==> config.mk <==
export PLATFORM = sky130hd
export DESIGN_NAME = puf_eval_ctrl
export DESIGN_NICKNAME = d
export VERILOG_FILES = /design/src/rtl/puf_pkg.sv /design/src/rtl/puf_vote_ch.sv /design/src/rtl/puf_eval_ctrl.sv
export SDC_FILE = /design/constraint.sdc
export NUM_CORES = 1
export LEC_CHECK = 0
export ABC_CLOCK_PERIOD_IN_PS = 2520
export BUFFER_PORTS_ARGS = -buffer_cell sky130_fd_sc_hd__buf_2
export CAP_MARGIN = 10
export CORE_MARGIN = 5
export CORE_UTILIZATION = 40
export CTS_CLUSTER_DIAMETER = 40
export DETAILED_ROUTE_END_ITERATION = 12
export MAX_ROUTING_LAYER = met4
export RECOVER_POWER = 25
export SYNTH_ARGS = -nofsm -noshare
export SYNTH_HDL_FRONTEND = slang
export SYNTH_SLANG_ARGS = --single-unit
==> constraint.sdc <==
create_clock -name clk -period 2.52 [get_ports clk]
set_input_delay 0.504 -clock clk [delete_from_list [all_inputs] [get_ports clk]]
set_output_delay 0.504 -clock clk [all_outputs]
set_load 0.05 [all_outputs]
==> src/rtl/puf_pkg.sv <==
// -----------------------------------------------------------------------------
// puf_pkg
// Shared definitions for the multi-channel arbiter-PUF evaluation controller.
//   puf_state_e : evaluation FSM states
//   SYNC_STAGES : depth of the per-channel arb_resp synchroniser
//   vote_w(n)   : width of a vote counter that must hold the value n
// Optional feature macro used by the users of this package: PUF_STAB_FLAG_EN.
// -----------------------------------------------------------------------------
package puf_pkg;

  typedef enum logic [2:0] {
    IDLE   = 3'd0,
    LOAD   = 3'd1,
    SETTLE = 3'd2,
    FIRE   = 3'd3,
    SAMPLE = 3'd4,
    RELAX  = 3'd5,
    DONE   = 3'd6
  } puf_state_e;

  localparam int SYNC_STAGES = 2;

  // Counter width able to represent 0..n inclusive.
  function automatic int vote_w(input int n);
    return $clog2(n + 1);
  endfunction

endpackage : puf_pkg

==> src/rtl/puf_vote_ch.sv <==
// -----------------------------------------------------------------------------
// puf_vote_ch
// One PUF channel: synchronises the raw arbiter bit, counts the '1' votes over
// the excitations of one evaluation and decodes the majority (and, when
// PUF_STAB_FLAG_EN is defined, a non-unanimous flag) into held output bits.
// Ports:
//   clk, rst_n  clock, asynchronous active-low reset
//   arb_in      raw arbiter output, asynchronous to clk
//   clear       zero the vote counter (start of an evaluation)
//   add_en      add the synced bit to the counter this cycle
//   latch       capture majority/stability decode into the outputs
//   response    majority-voted bit, held until the next latch
//   unstable    0 < votes < N_VOTE at latch (PUF_STAB_FLAG_EN only)
// -----------------------------------------------------------------------------
module puf_vote_ch
  import puf_pkg::*;
#(
  parameter int N_VOTE = 7
) (
  input  logic clk,
  input  logic rst_n,
  input  logic arb_in,
  input  logic clear,
  input  logic add_en,
  input  logic latch,
  output logic response
`ifdef PUF_STAB_FLAG_EN
  ,
  output logic unstable
`endif
);

  localparam int CW = vote_w(N_VOTE);

  logic [SYNC_STAGES-1:0] sync;
  logic                   synced;
  logic [CW-1:0]          cnt;

  assign synced = sync[SYNC_STAGES-1];

  // Metastability synchroniser for the asynchronous arbiter output.
  always_ff @(posedge clk or negedge rst_n) begin
    if (!rst_n) begin
      sync <= '0;
    end else begin
      sync <= {sync[SYNC_STAGES-2:0], arb_in};
    end
  end

  // Vote counter; saturation guard keeps it inside 0..N_VOTE.
  always_ff @(posedge clk or negedge rst_n) begin
    if (!rst_n) begin
      cnt <= '0;
    end else if (clear) begin
      cnt <= '0;
    end else if (add_en && synced && (cnt != CW'(N_VOTE))) begin
      cnt <= cnt + CW'(1);
    end else begin
      cnt <= cnt;
    end
  end

  // Majority decode, held until the next evaluation finishes.
  always_ff @(posedge clk or negedge rst_n) begin
    if (!rst_n) begin
      response <= 1'b0;
    end else if (latch) begin
      response <= (cnt > CW'(N_VOTE / 2));
    end else begin
      response <= response;
    end
  end

`ifdef PUF_STAB_FLAG_EN
  // Stability flag: set when the votes were not unanimous.
  always_ff @(posedge clk or negedge rst_n) begin
    if (!rst_n) begin
      unstable <= 1'b0;
    end else if (latch) begin
      unstable <= (cnt != '0) && (cnt != CW'(N_VOTE));
    end else begin
      unstable <= unstable;
    end
  end
`endif

endmodule : puf_vote_ch

==> src/rtl/puf_eval_ctrl.sv <==
// -----------------------------------------------------------------------------
// puf_eval_ctrl
// Multi-channel arbiter-PUF evaluation controller. On an accepted start it
// latches challenge/tune, fires the common excitation N_VOTE times, has each
// channel vote on its synchronised arbiter bit and returns an N_CH-bit
// majority response with a one-cycle done pulse.
// Optional feature: define PUF_STAB_FLAG_EN to add the per-channel unstable
// output (non-unanimous vote); without it the port and logic are absent.
// Ports:
//   clk, rst_n   clock, asynchronous active-low reset (aborts an evaluation)
//   start        evaluation request, accepted only in IDLE
//   challenge    challenge word, captured on accepted start
//   tune_level   tune setting, captured on accepted start
//   arb_resp     raw arbiter outputs, one per channel, asynchronous
//   challenge_q  latched challenge to all chains
//   tune_q       latched tune to the decoders
//   excite       common rising-edge stimulus
//   busy         accepted start until done
//   done         one-cycle pulse, response valid from this cycle
//   response     majority-voted response, held until the next done
//   unstable     per-channel non-unanimous flag (PUF_STAB_FLAG_EN only)
// Shot timing: FIRE_CYC cycles excite high, 3 sample cycles (excite still
// high, count on the third), SETTLE_CYC relax cycles with excite low.
// -----------------------------------------------------------------------------
module puf_eval_ctrl
  import puf_pkg::*;
#(
  parameter int N_CB       = 64,
  parameter int K          = 5,
  parameter int N_CH       = 8,
  parameter int N_VOTE     = 7,
  parameter int SETTLE_CYC = 4,
  parameter int FIRE_CYC   = 2
) (
  input  logic            clk,
  input  logic            rst_n,
  input  logic            start,
  input  logic [N_CB-1:0] challenge,
  input  logic [K-1:0]    tune_level,
  input  logic [N_CH-1:0] arb_resp,
  output logic [N_CB-1:0] challenge_q,
  output logic [K-1:0]    tune_q,
  output logic            excite,
  output logic            busy,
  output logic            done,
  output logic [N_CH-1:0] response
`ifdef PUF_STAB_FLAG_EN
  ,
  output logic [N_CH-1:0] unstable
`endif
);

  // Timer must reach the longest phase: settle, fire, or the 3 sample cycles.
  localparam int TMAX_A = (SETTLE_CYC > FIRE_CYC) ? SETTLE_CYC : FIRE_CYC;
  localparam int TMAX   = (TMAX_A > 3) ? TMAX_A : 3;
  localparam int TW     = $clog2(TMAX + 1);

  if (((N_VOTE % 2) == 0) || (N_VOTE < 1) || (N_VOTE > 255)) begin : g_bad_vote
    $error("puf_eval_ctrl: N_VOTE must be odd and within 1..255");
  end
  if ((SETTLE_CYC < 1) || (FIRE_CYC < 1)) begin : g_bad_timing
    $error("puf_eval_ctrl: SETTLE_CYC and FIRE_CYC must be at least 1");
  end

  puf_state_e    state;
  logic [TW-1:0] tmr;
  logic [7:0]    fires;

  logic settle_end;
  logic sample_end;
  logic last_shot;
  logic cnt_clear;
  logic cnt_add;
  logic resp_latch;

  assign settle_end = (tmr == TW'(SETTLE_CYC - 1));
  assign sample_end = (tmr == TW'(2));
  assign last_shot  = (fires >= 8'(N_VOTE));
  assign cnt_clear  = (state == LOAD);
  assign cnt_add    = (state == SAMPLE) && sample_end;
  // Channels capture their decode on the same edge the FSM enters DONE.
  assign resp_latch = (state == RELAX) && settle_end && last_shot;

  // Evaluation FSM with registered handshake, excitation and latched inputs.
  always_ff @(posedge clk or negedge rst_n) begin
    if (!rst_n) begin
      state       <= IDLE;
      tmr         <= '0;
      fires       <= 8'd0;
      challenge_q <= '0;
      tune_q      <= '0;
      excite      <= 1'b0;
      busy        <= 1'b0;
      done        <= 1'b0;
    end else begin
      done <= 1'b0;
      case (state)
        IDLE: begin
          if (start) begin
            state       <= LOAD;
            busy        <= 1'b1;
            challenge_q <= challenge;
            tune_q      <= tune_level;
          end else begin
            state <= IDLE;
          end
        end
        LOAD: begin
          state  <= SETTLE;
          tmr    <= '0;
          fires  <= 8'd0;
          excite <= 1'b0;
        end
        SETTLE: begin
          if (settle_end) begin
            state  <= FIRE;
            tmr    <= '0;
            excite <= 1'b1;
          end else begin
            tmr <= tmr + TW'(1);
          end
        end
        FIRE: begin
          if (tmr == TW'(FIRE_CYC - 1)) begin
            state <= SAMPLE;
            tmr   <= '0;
          end else begin
            tmr <= tmr + TW'(1);
          end
        end
        SAMPLE: begin
          if (sample_end) begin
            state  <= RELAX;
            tmr    <= '0;
            excite <= 1'b0;
            fires  <= fires + 8'd1;
          end else begin
            tmr <= tmr + TW'(1);
          end
        end
        RELAX: begin
          if (settle_end) begin
            tmr <= '0;
            if (last_shot) begin
              state <= DONE;
              done  <= 1'b1;
              busy  <= 1'b0;
            end else begin
              state  <= FIRE;
              excite <= 1'b1;
            end
          end else begin
            tmr <= tmr + TW'(1);
          end
        end
        DONE: begin
          // start seen here is deliberately dropped.
          state <= IDLE;
        end
        default: begin
          state  <= IDLE;
          excite <= 1'b0;
          busy   <= 1'b0;
        end
      endcase
    end
  end

  for (genvar i = 0; i < N_CH; i++) begin : g_ch
    puf_vote_ch #(
      .N_VOTE(N_VOTE)
    ) u_ch (
      .clk     (clk),
      .rst_n   (rst_n),
      .arb_in  (arb_resp[i]),
      .clear   (cnt_clear),
      .add_en  (cnt_add),
      .latch   (resp_latch),
      .response(response[i])
`ifdef PUF_STAB_FLAG_EN
      ,
      .unstable(unstable[i])
`endif
    );
  end

endmodule : puf_eval_ctrl

# Yosys cells after proc, flatten, opt, wreduce, memory -nomap -nowiden
# Cells that the tools add are included.
# W data, S select, Z words.
# word_totals
reg_bits	134
inputBits	80
output_inout_bits	80
# op_classes
add_sub_neg	10
magnitude_cmp	9
n_eq_ne	24
mux	41
bitwise	2
n_reduce_logical	38
# op_table
operator	n
$mux W3	24
$add A3 B1 Y3 const B	9
$gt A3 B2 Y1 const B	8
$ne A3 B3 Y1 const B	8
$logic_and A1 B1 Y1	19
$pmux W3 S6	1
$reduce_bool A2 Y1	9
$pmux W8 S2	1
$ne A2 B2 Y1 const B	7
$eq A3 B2 Y1 const B	4
$pmux W3 S4	1
$mux W1	11
$eq A3 B3 Y1 const B	3
$add A8 B1 Y8 const B	1
$ge A8 B3 Y1 const B	1
$mux W8	1
$reduce_and A4 Y1	2
$eq A3 B1 Y1 const B	2
$reduce_and A5 Y1	1
$reduce_or A5 Y1	1
$pmux W1 S4	1
$reduce_and A2 Y1	2
$reduce_bool A4 Y1	1
$logic_not A3 Y1	1
other kinds (4)	5

# Depth between registers and ports, before layout
# Gate-level depths: netlist (run 1).
# depth
depth_word	6
depth_mapped	8
ltp_nobuf	6

# Modules after synthesis
# From an unflattened synthesis (run 1), not the netlist that was laid out.
# unflattened
cells_unflattened	466
hier_area_um2	6132.1
# by_module_without_submodules
module	n_inst	cells_each	area_per_inst_um2	seq_area_each_um2
puf_eval_ctrl	1	274	3769.9	2152.1
puf_vote_ch	8	24	295.3	150.1

# Worst setup path after synthesis (run 1)
# No wires, ideal clock.
# synth_timing
path_type	reg2reg
startpoint	register tmr[0]
endpoint	register g_ch[1].u_ch.cnt[0]
setup_time_ps	79
arrival_ps	1658
required_ps	2441
path_slack_ps	783
path_stages_with_launch	9
synth_period_minus_slack_ps	1737
cell_sequence	dfrtp_1 -> inv_1 -> ha_1 -> nand4bb_4 -> buf_6 -> nand2b_4 -> buf_6 -> nor3b_4 -> mux2i_1
# synth_via
elab_chain_cells	5
# synth_lines
element	line	source
start, declared	puf_eval_ctrl.sv:66	logic [TW-1:0] tmr;
start signal, assigned	puf_eval_ctrl.sv:120	tmr <= tmr + TW'(1);
start signal, assigned	puf_eval_ctrl.sv:128	tmr <= tmr + TW'(1);
start signal, assigned	puf_eval_ctrl.sv:138	tmr <= tmr + TW'(1);
$eq A3 B2 Y1	puf_eval_ctrl.sv:77	assign sample_end = (tmr == TW'(2));
$logic_and A1 B1 Y1	puf_eval_ctrl.sv:80	assign cnt_add = (state == SAMPLE) && sample_end;
$logic_and A1 B1 Y1 (2 in series)	puf_vote_ch.sv:56	end else if (add_en && synced && (cnt != CW'(N_VOTE))) begin
$reduce_bool A2 Y1 (no line)	n/a	
end signal, assigned	puf_vote_ch.sv:57	cnt <= cnt + CW'(1);
end signal, assigned	puf_vote_ch.sv:59	cnt <= cnt;
end, declared	puf_vote_ch.sv:37	logic [CW-1:0] cnt;
# No other way between the ends.
# A chain may end at the register's enable or synchronous reset.

# Worst setup path after layout (run 1)
# layout_timing
startpoint	register tmr[0]
endpoint	register g_ch[0].u_ch.cnt[1]
# layout_via
elab_chain_cells	5
# layout_lines
element	line
$eq A3 B2 Y1	puf_eval_ctrl.sv:77
$logic_and A1 B1 Y1	puf_eval_ctrl.sv:80
$logic_and A1 B1 Y1 (2 in series)	puf_vote_ch.sv:56
$reduce_bool A2 Y1 (no line)	n/a
end signal, assigned	puf_vote_ch.sv:57
end signal, assigned	puf_vote_ch.sv:59
end, declared	puf_vote_ch.sv:37
# No other way between the ends.

==> flow_metrics.py, run 1 <==
metrics = {
    "die": {
        "start_util_pct": 40.8,
        "coreArea_um2": 14600,
        "dieWidth_um": 132,
        "io_pins": 160,
        "die_h_um": 132,
        "die_area_um2": 17400,
        "rows": 44,
    },
    "timing": {
        "tightestPinTransition_ns": 1.54,
        "rsz0062_at_grt": "false",
        "post-route-period-util_pct": 78.2,
        "finalHoldViolCount": 0,
        "relSlewSlack_pct": -2.54,
        "skew_ns": 0.00848,
        "slew_violations": 59,
        "fin_crit_ns": 1.97,
        "layout_setup_ws_ns": 0.549,
        "setup_violations": 0,
        "fmax_mhz": 507,
        "finalSetupTns_ns": 0,
    },
    "power": {
        "cellLeakagePower_uw": 0.00396,
        "power_density_nw_per_um2": 703,
        "total_power_uw": 5280,
        "vdd_drop_max_mv": 0.464,
    },
    "hold_path": {
        "min_path_type": "input pin to flop",
        "holdPathEnd": "g_ch[1].u_ch.sync[0]$_DFF_PN0_",
        "min-delay-start": "arb_resp[1]",
        "hold_path_depth": 1,
    },
    "cells_and_area": {
        "layout_common_cells": "buf_2, dfrtp_1, mux2_2",
        "stdcell_count": 804,
        "drive_gt1_share_pct": 45.6,
        "nets": 718,
        "nFillCells": 1231,
        "n_antenna_cell": 0,
        "final_common_cell": "buf_2",
        "synthToLayoutAreaGrowth_pct": 26.3,
        "fin_util_pct": 51.5,
    },
    "synth": {
        "ys_ff_latch": 134,
        "syn-num-nets": 557,
        "synth.distinct_cells": 45,
        "synthFlopType": "dfrtp_1",
        "synth_edf_count": 0,
        "yosys_warnings": 0,
        "ys_async_sr_fraction_pct": 100,
        "syn_area_um2": 5950,
        "synth_cells": 447,
        "ys_seq_area_share_pct": 56.3,
        "syn_area_per_cell_um2": 13.3,
    },
    "clock_tree": {
        "numCtsBuffers": 17,
        "postCtsSetupRepairBufs": 0,
        "cts_num_sinks": 134,
        "ctsHtreeMaxLevel": 4,
        "cts_tree": "done",
        "cts_resized": 0,
        "path_clk_slew_ns": 0.06,
        "insertion_delay_ns": 0.42,
        "cts_root_buf": "clkbuf_16",
        "clk_path_buf_depth": 2,
        "hold_buffers": 0,
    },
    "setup_path": {
        "rr_endpoint": "g_ch[0].u_ch.cnt[1]$_DFFE_PN0P_",
        "reg2reg_depth": 6,
        "crit_type": "flop to flop",
        "slowest_delay_ns": 0.40,
        "required_ns": 2.85,
        "crit_path_max_fanout": 11,
        "reg2reg_slack_ns": 0.55,
        "worstSetupEndpointType": "flop",
        "cp_cell_sequence": "inv_1 -> ha_1 -> nand4bb_4 -> nand2b_4 -> nor3b_2 -> mux2i_1",
        "start_kind": "flop",
        "cp_slowest_cell": "dfrtp_1",
        "cp.arrival_ns": 2.30,
        "timing.rr.start": "tmr[0]$_DFFE_PN0P_",
    },
    "run": {
        "maxCapViolCount": 1,
    },
    "drt": {
        "ant_nets": 0,
        "wl_per_cell_um": 16.2,
        "drtPass1Iterations": 4,
        "vias_per_cell": 4.91,
        "drc": 0,
        "dr_total_vias": 3946,
        "drtIter0Drc": 134,
        "routed_wirelength_mm": 13.0,
    },
    "place": {
        "dp_cells": 773,
        "place_hpwl_mm": 9.39,
        "port_buffers": 159,
        "place_congestion": 0.816,
        "post-place-ws_ns": 0.542,
    },
    "grt": {
        "grt_overflow": 0,
        "grt_pass1_vias": 4394,
        "grt_usage_pct": 16.0,
        "grt_max_degree": 60,
        "antenna_found_initial": 0,
        "grt_pass1_wl_mm": 21.8,
    },
    "run_status": {
        "violations": "capacitance limit, slew limit",
        "outcome": "finished with violations",
    },
}
==> state kept, by name, summed over array words and instances, names as in the netlist <==
name                cells
tmr                     3
busy                    1
state                   3
g_ch.u_ch.sync         16
excite                  1
tune_q                  5
challenge_q            64
g_ch.u_ch.cnt          24
fires                   8
g_ch.u_ch.response      8
done                    1
==> cell type report <==
class / instances / area (um2) / area share [%]
Clock buffer: 19 / 453 / 6.03
Clock inverter: 12 / 168 / 2.23
Tap cell: 184 / 230 / 3.06
Timing Repair Buffer: 168 / 901 / 12.0
Inverter: 24 / 90.1 / 1.20
Sequential cell: 134 / 3350 / 44.6
Multi-Input combinational cell: 263 / 2320 / 30.9
==> logic make-up after synthesis <==
logic type | Yosys count | share of synthesized area (%)
multiplexers | 94 | 17.3
AND/OR/NAND/NOR | 92 | 9.59
AO/OA/AOI/OAI | 40 | 4.79
XOR/XNOR | 7 | 1.03
buffers and inverters | 50 | 4.67
adder cells (fa/ha/maj) | 30 | 6.31
flip-flops | 134 | 56.3
==> metrics by stage <==
step	cell area (um2)	hold WS, ns
floorplan	5950	0.208
global placement	6900	0.335
detailed placement	6900	0.337
CTS	7520	0.0728
global route	7520	0.170
finish	7520	0.193
==> synth_stat cells (all sizes together), types with 2 or more instances <==
| cell type | number | area, um2 |
|---|---|---|
| dfrtp | 134 | 3350 |
| mux2 | 69 | 777 |
| nand2 | 36 | 135 |
| ha | 30 | 375 |
| mux2i | 25 | 250 |
| inv | 24 | 90.1 |
| buf | 22 | 173 |
| nor2 | 14 | 52.6 |
| nand3 | 9 | 45.0 |
| nor3b | 9 | 151 |
| o31ai | 9 | 67.6 |
| a21oi | 8 | 40.0 |
| o21ai | 6 | 41.3 |
| xnor2 | 6 | 52.6 |
| a221oi | 4 | 35.0 |
| clkbuf | 4 | 15.0 |
| nor2b | 4 | 25.0 |
| nor3 | 4 | 20.0 |
| nand2b | 3 | 26.3 |
| nor4 | 3 | 18.8 |
| a311o | 2 | 20.0 |
| a31oi | 2 | 12.5 |
| nand4 | 2 | 12.5 |
| o211ai | 2 | 15.0 |
| o22ai | 2 | 12.5 |
==> where the power goes <==
group | total, uW | internal [uW] | switching [uW]
sequential | 2330 | 2250 | 84.2
combinational | 372 | 176 | 197
clock | 2580 | 1620 | 956
total | 5280 | 4040 | 1240
==> critical path: cells and delay by family (launching register included) <==
kind                     cells  cell delay (ns)
AND/OR/NAND/NOR              3             0.89
flip-flops                   1             0.40
adder cells (fa/ha/maj)      1             0.25
multiplexers                 1             0.24
buffers and inverters        1             0.10
==> routing by layer <==
metal  GRT usage (%)  vias to the layer above  wire length, um
met4            6.23                        0              259
li1                -                     1879                -
met5               -                        -                0
met1            18.9                     1900             5380
met2            23.8                      147             6080
met3            7.60                       20             1260
==> worst max-delay path by stage <==
| stage | startpoint | to | slack [ns] | depth (start not counted) |
|---|---|---|---|---|
| final | tmr[0]$_DFFE_PN0P_ | g_ch[0].u_ch.cnt[1]$_DFFE_PN0P_ | 0.55 | 6 |
| after global routing | tmr[0]$_DFFE_PN0P_ | g_ch[0].u_ch.cnt[1]$_DFFE_PN0P_ | 0.39 | 6 |
| after CTS | tmr[0]$_DFFE_PN0P_ | g_ch[0].u_ch.cnt[1]$_DFFE_PN0P_ | 0.52 | 6 |
| after detailed placement | tmr[0]$_DFFE_PN0P_ | g_ch[0].u_ch.cnt[1]$_DFFE_PN0P_ | 0.54 | 6 |
| after global placement | state[0]$_DFFE_PN0P_ | challenge_q[46]$_DFFE_PN0P_ | 0.63 | 4 |
| after floorplan | tmr[0]$_DFFE_PN0P_ | g_ch[1].u_ch.cnt[0]$_DFFE_PN0P_ | 0.78 | 8 |
Note: power is estimated with default switching activity, not from simulation.
==> inputs of run 2 (changes only) <==
- ABC_CLOCK_PERIOD_IN_PS: 2520 -> 2000
- clock period: 2.52 -> 2 ns (I/O delays scaled with it)
==> flow_metrics.py, run 2 (same netlist as run 1, synthesis figures left out) <==
metrics = {
    "place": {
        "port_buffers": 159,
        "place_congestion": 0.826,
        "place_area_um2": 6960,
        "place_hpwl_mm": 9.34,
    },
    "cells_and_area": {
        "drive_gt1_share_pct": 46.0,
        "nFillCells": 1285,
        "regMostFlops": "challenge_q",
        "stdcell_area_um2": 7550,
        "n_antenna_cell": 0,
        "largestRegisters": "challenge_q (64), g_ch.u_ch.cnt (24), g_ch.u_ch.sync (16)",
        "final_common_cell": "buf_2",
        "synthToLayoutAreaGrowth_pct": 26.8,
        "nets": 725,
        "layout_common_cells": "buf_2, dfrtp_1, mux2_2",
        "largest_register_ffs": 64,
    },
    "timing": {
        "finalHoldViolCount": 0,
        "relSlewSlack_pct": 58.3,
        "skew_ns": 0.00717,
        "tightestPinTransition_ns": 0.626,
        "finalSetupTns_ns": 0,
        "setup_violations": 0,
        "fmax_mhz": 549,
        "rsz0062_at_grt": "false",
        "slew_violations": 0,
        "fin_crit_ns": 1.82,
        "post-route-period-util_pct": 91.1,
    },
    "hold_path": {
        "holdPathEnd": "g_ch[5].u_ch.sync[0]$_DFF_PN0_",
        "hold_path_depth": 1,
        "min-delay-start": "arb_resp[5]",
        "min_path_type": "input pin to flop",
    },
    "grt": {
        "grt_max_degree": 54,
        "grt_pass1_vias": 4398,
        "grt_usage_pct": 16.1,
        "grt_pass1_wl_mm": 21.9,
        "grt_overflow": 0,
        "antenna_found_initial": 0,
    },
    "clock_tree": {
        "ctsHtreeMaxLevel": 4,
        "postCtsSetupRepairBufs": 0,
        "cts_root_buf": "clkbuf_16",
        "hold_buffers": 1,
        "path_clk_slew_ns": 0.06,
        "numCtsBuffers": 17,
        "cts_tree": "done",
        "insertion_delay_ns": 0.42,
        "cts_num_sinks": 134,
        "clk_path_buf_depth": 2,
        "cts_resized": 0,
    },
    "setup_path": {
        "timing.rr.start": "tmr[0]$_DFFE_PN0P_",
        "rr_endpoint": "g_ch[0].u_ch.cnt[1]$_DFFE_PN0P_",
        "start_kind": "flop",
        "cp.arrival_ns": 2.15,
        "crit_type": "flop to flop",
        "reg2reg_depth": 6,
        "crit_path_max_fanout": 11,
        "required_ns": 2.33,
        "reg2reg_slack_ns": 0.18,
        "worstSetupEndpointType": "flop",
    },
    "drt": {
        "ant_nets": 0,
        "drtPass1Iterations": 4,
        "vias_per_cell": 4.86,
        "drtIter0Drc": 117,
        "drc": 0,
        "routed_wirelength_mm": 12.9,
        "dr_total_vias": 3948,
        "wl_per_cell_um": 15.8,
    },
    "power": {
        "power.internal_uw": 4940,
        "cellLeakagePower_uw": 0.00397,
        "power_density_nw_per_um2": 862,
        "clkPwrFrac_pct": 47.6,
        "switching_share_pct": 24.1,
        "switching_power_uw": 1570,
        "combPwrFrac_pct": 7.2,
        "vdd_drop_max_mv": 0.626,
        "p_seq_share_pct": 45.2,
    },
    "run_status": {
        "outcome": "complete, no violations",
    },
    "die": {
        "coreArea_um2": 14600,
        "rows": 44,
        "die_area_um2": 17400,
        "die_h_um": 132,
        "dieWidth_um": 132,
        "start_util_pct": 40.8,
        "io_pins": 160,
    },
    "run": {
        "maxCapViolCount": 0,
    },
}
==> run 2: stage by stage <==
step / setup slack [ns] / instances / utilization (%) / hold WS (ns) / total power [uW]
3_3_place_gp: 0.224 / 779 / 47.7 / 0.335 / 3430
5_1_grt: 0.0307 / 812 / 51.7 / 0.0645 / 6850
6_report: 0.178 / 812 / 51.7 / 0.0874 / 6500
4_1_cts: 0.139 / 812 / 51.8 / 0.0617 / 6630
3_5_place_dp: 0.161 / 779 / 47.7 / 0.336 / 3470
2_1_floorplan: 0.263 / 447 / - / 0.104 / 3240
==> run 2: per-layer routing <==
metal  GRT usage (%)  wire (um)  up-vias
met2            22.8       5670      141
met3            7.44       1280       18
met4            6.29        216        0
met5               -          0        -
met1            19.9       5690     1901
li1                -          -     1888
==> run 2: worst max path at each step <==
stage	startpoint	end	slack (ns)	cells past startpoint
floorplan	tmr[0]$_DFFE_PN0P_	g_ch[1].u_ch.cnt[0]$_DFFE_PN0P_	0.26	8
global placement	state[2]$_DFFE_PN0P_	tmr[1]$_DFFE_PN0P_	0.22	5
CTS	tmr[0]$_DFFE_PN0P_	g_ch[0].u_ch.cnt[2]$_DFFE_PN0P_	0.14	6
finish	tmr[0]$_DFFE_PN0P_	g_ch[0].u_ch.cnt[1]$_DFFE_PN0P_	0.18	6
detailed placement	tmr[0]$_DFFE_PN0P_	g_ch[0].u_ch.cnt[2]$_DFFE_PN0P_	0.16	6
global route	tmr[0]$_DFFE_PN0P_	g_ch[0].u_ch.cnt[2]$_DFFE_PN0P_	0.03	6
==> run 2: layout make-up <==
class                      instances  area [um2]  share of cell area [%]
tap                              184         230                    3.05
timing repair buffer             175         960                    12.7
sequential                       134        3350                    44.4
clock buffer                      19         443                    5.87
multi-input combinational        263        2320                    30.8
clock inverter                    13         150                    1.99
inverter                          24        90.1                    1.19
==> run 2: power by group through the flow <==
stage                     logic [uW]  registers (uW)  clock network (uW)
after global placement           447            2980                   0
after CTS                        490            2940                3190
after global routing             567            2960                3320
after detailed placement         485            2990                   0
after floorplan                  275            2960                   0
final                            467            2940                3100
==> run 2: critical path, cell delays in order (launching register included) <==
cell,delay (ns)
dfrtp_1,0.40
inv_1,0.10
ha_1,0.25
nand4bb_4,0.12
nand2b_4,0.28
nor3b_2,0.36
mux2i_1,0.24
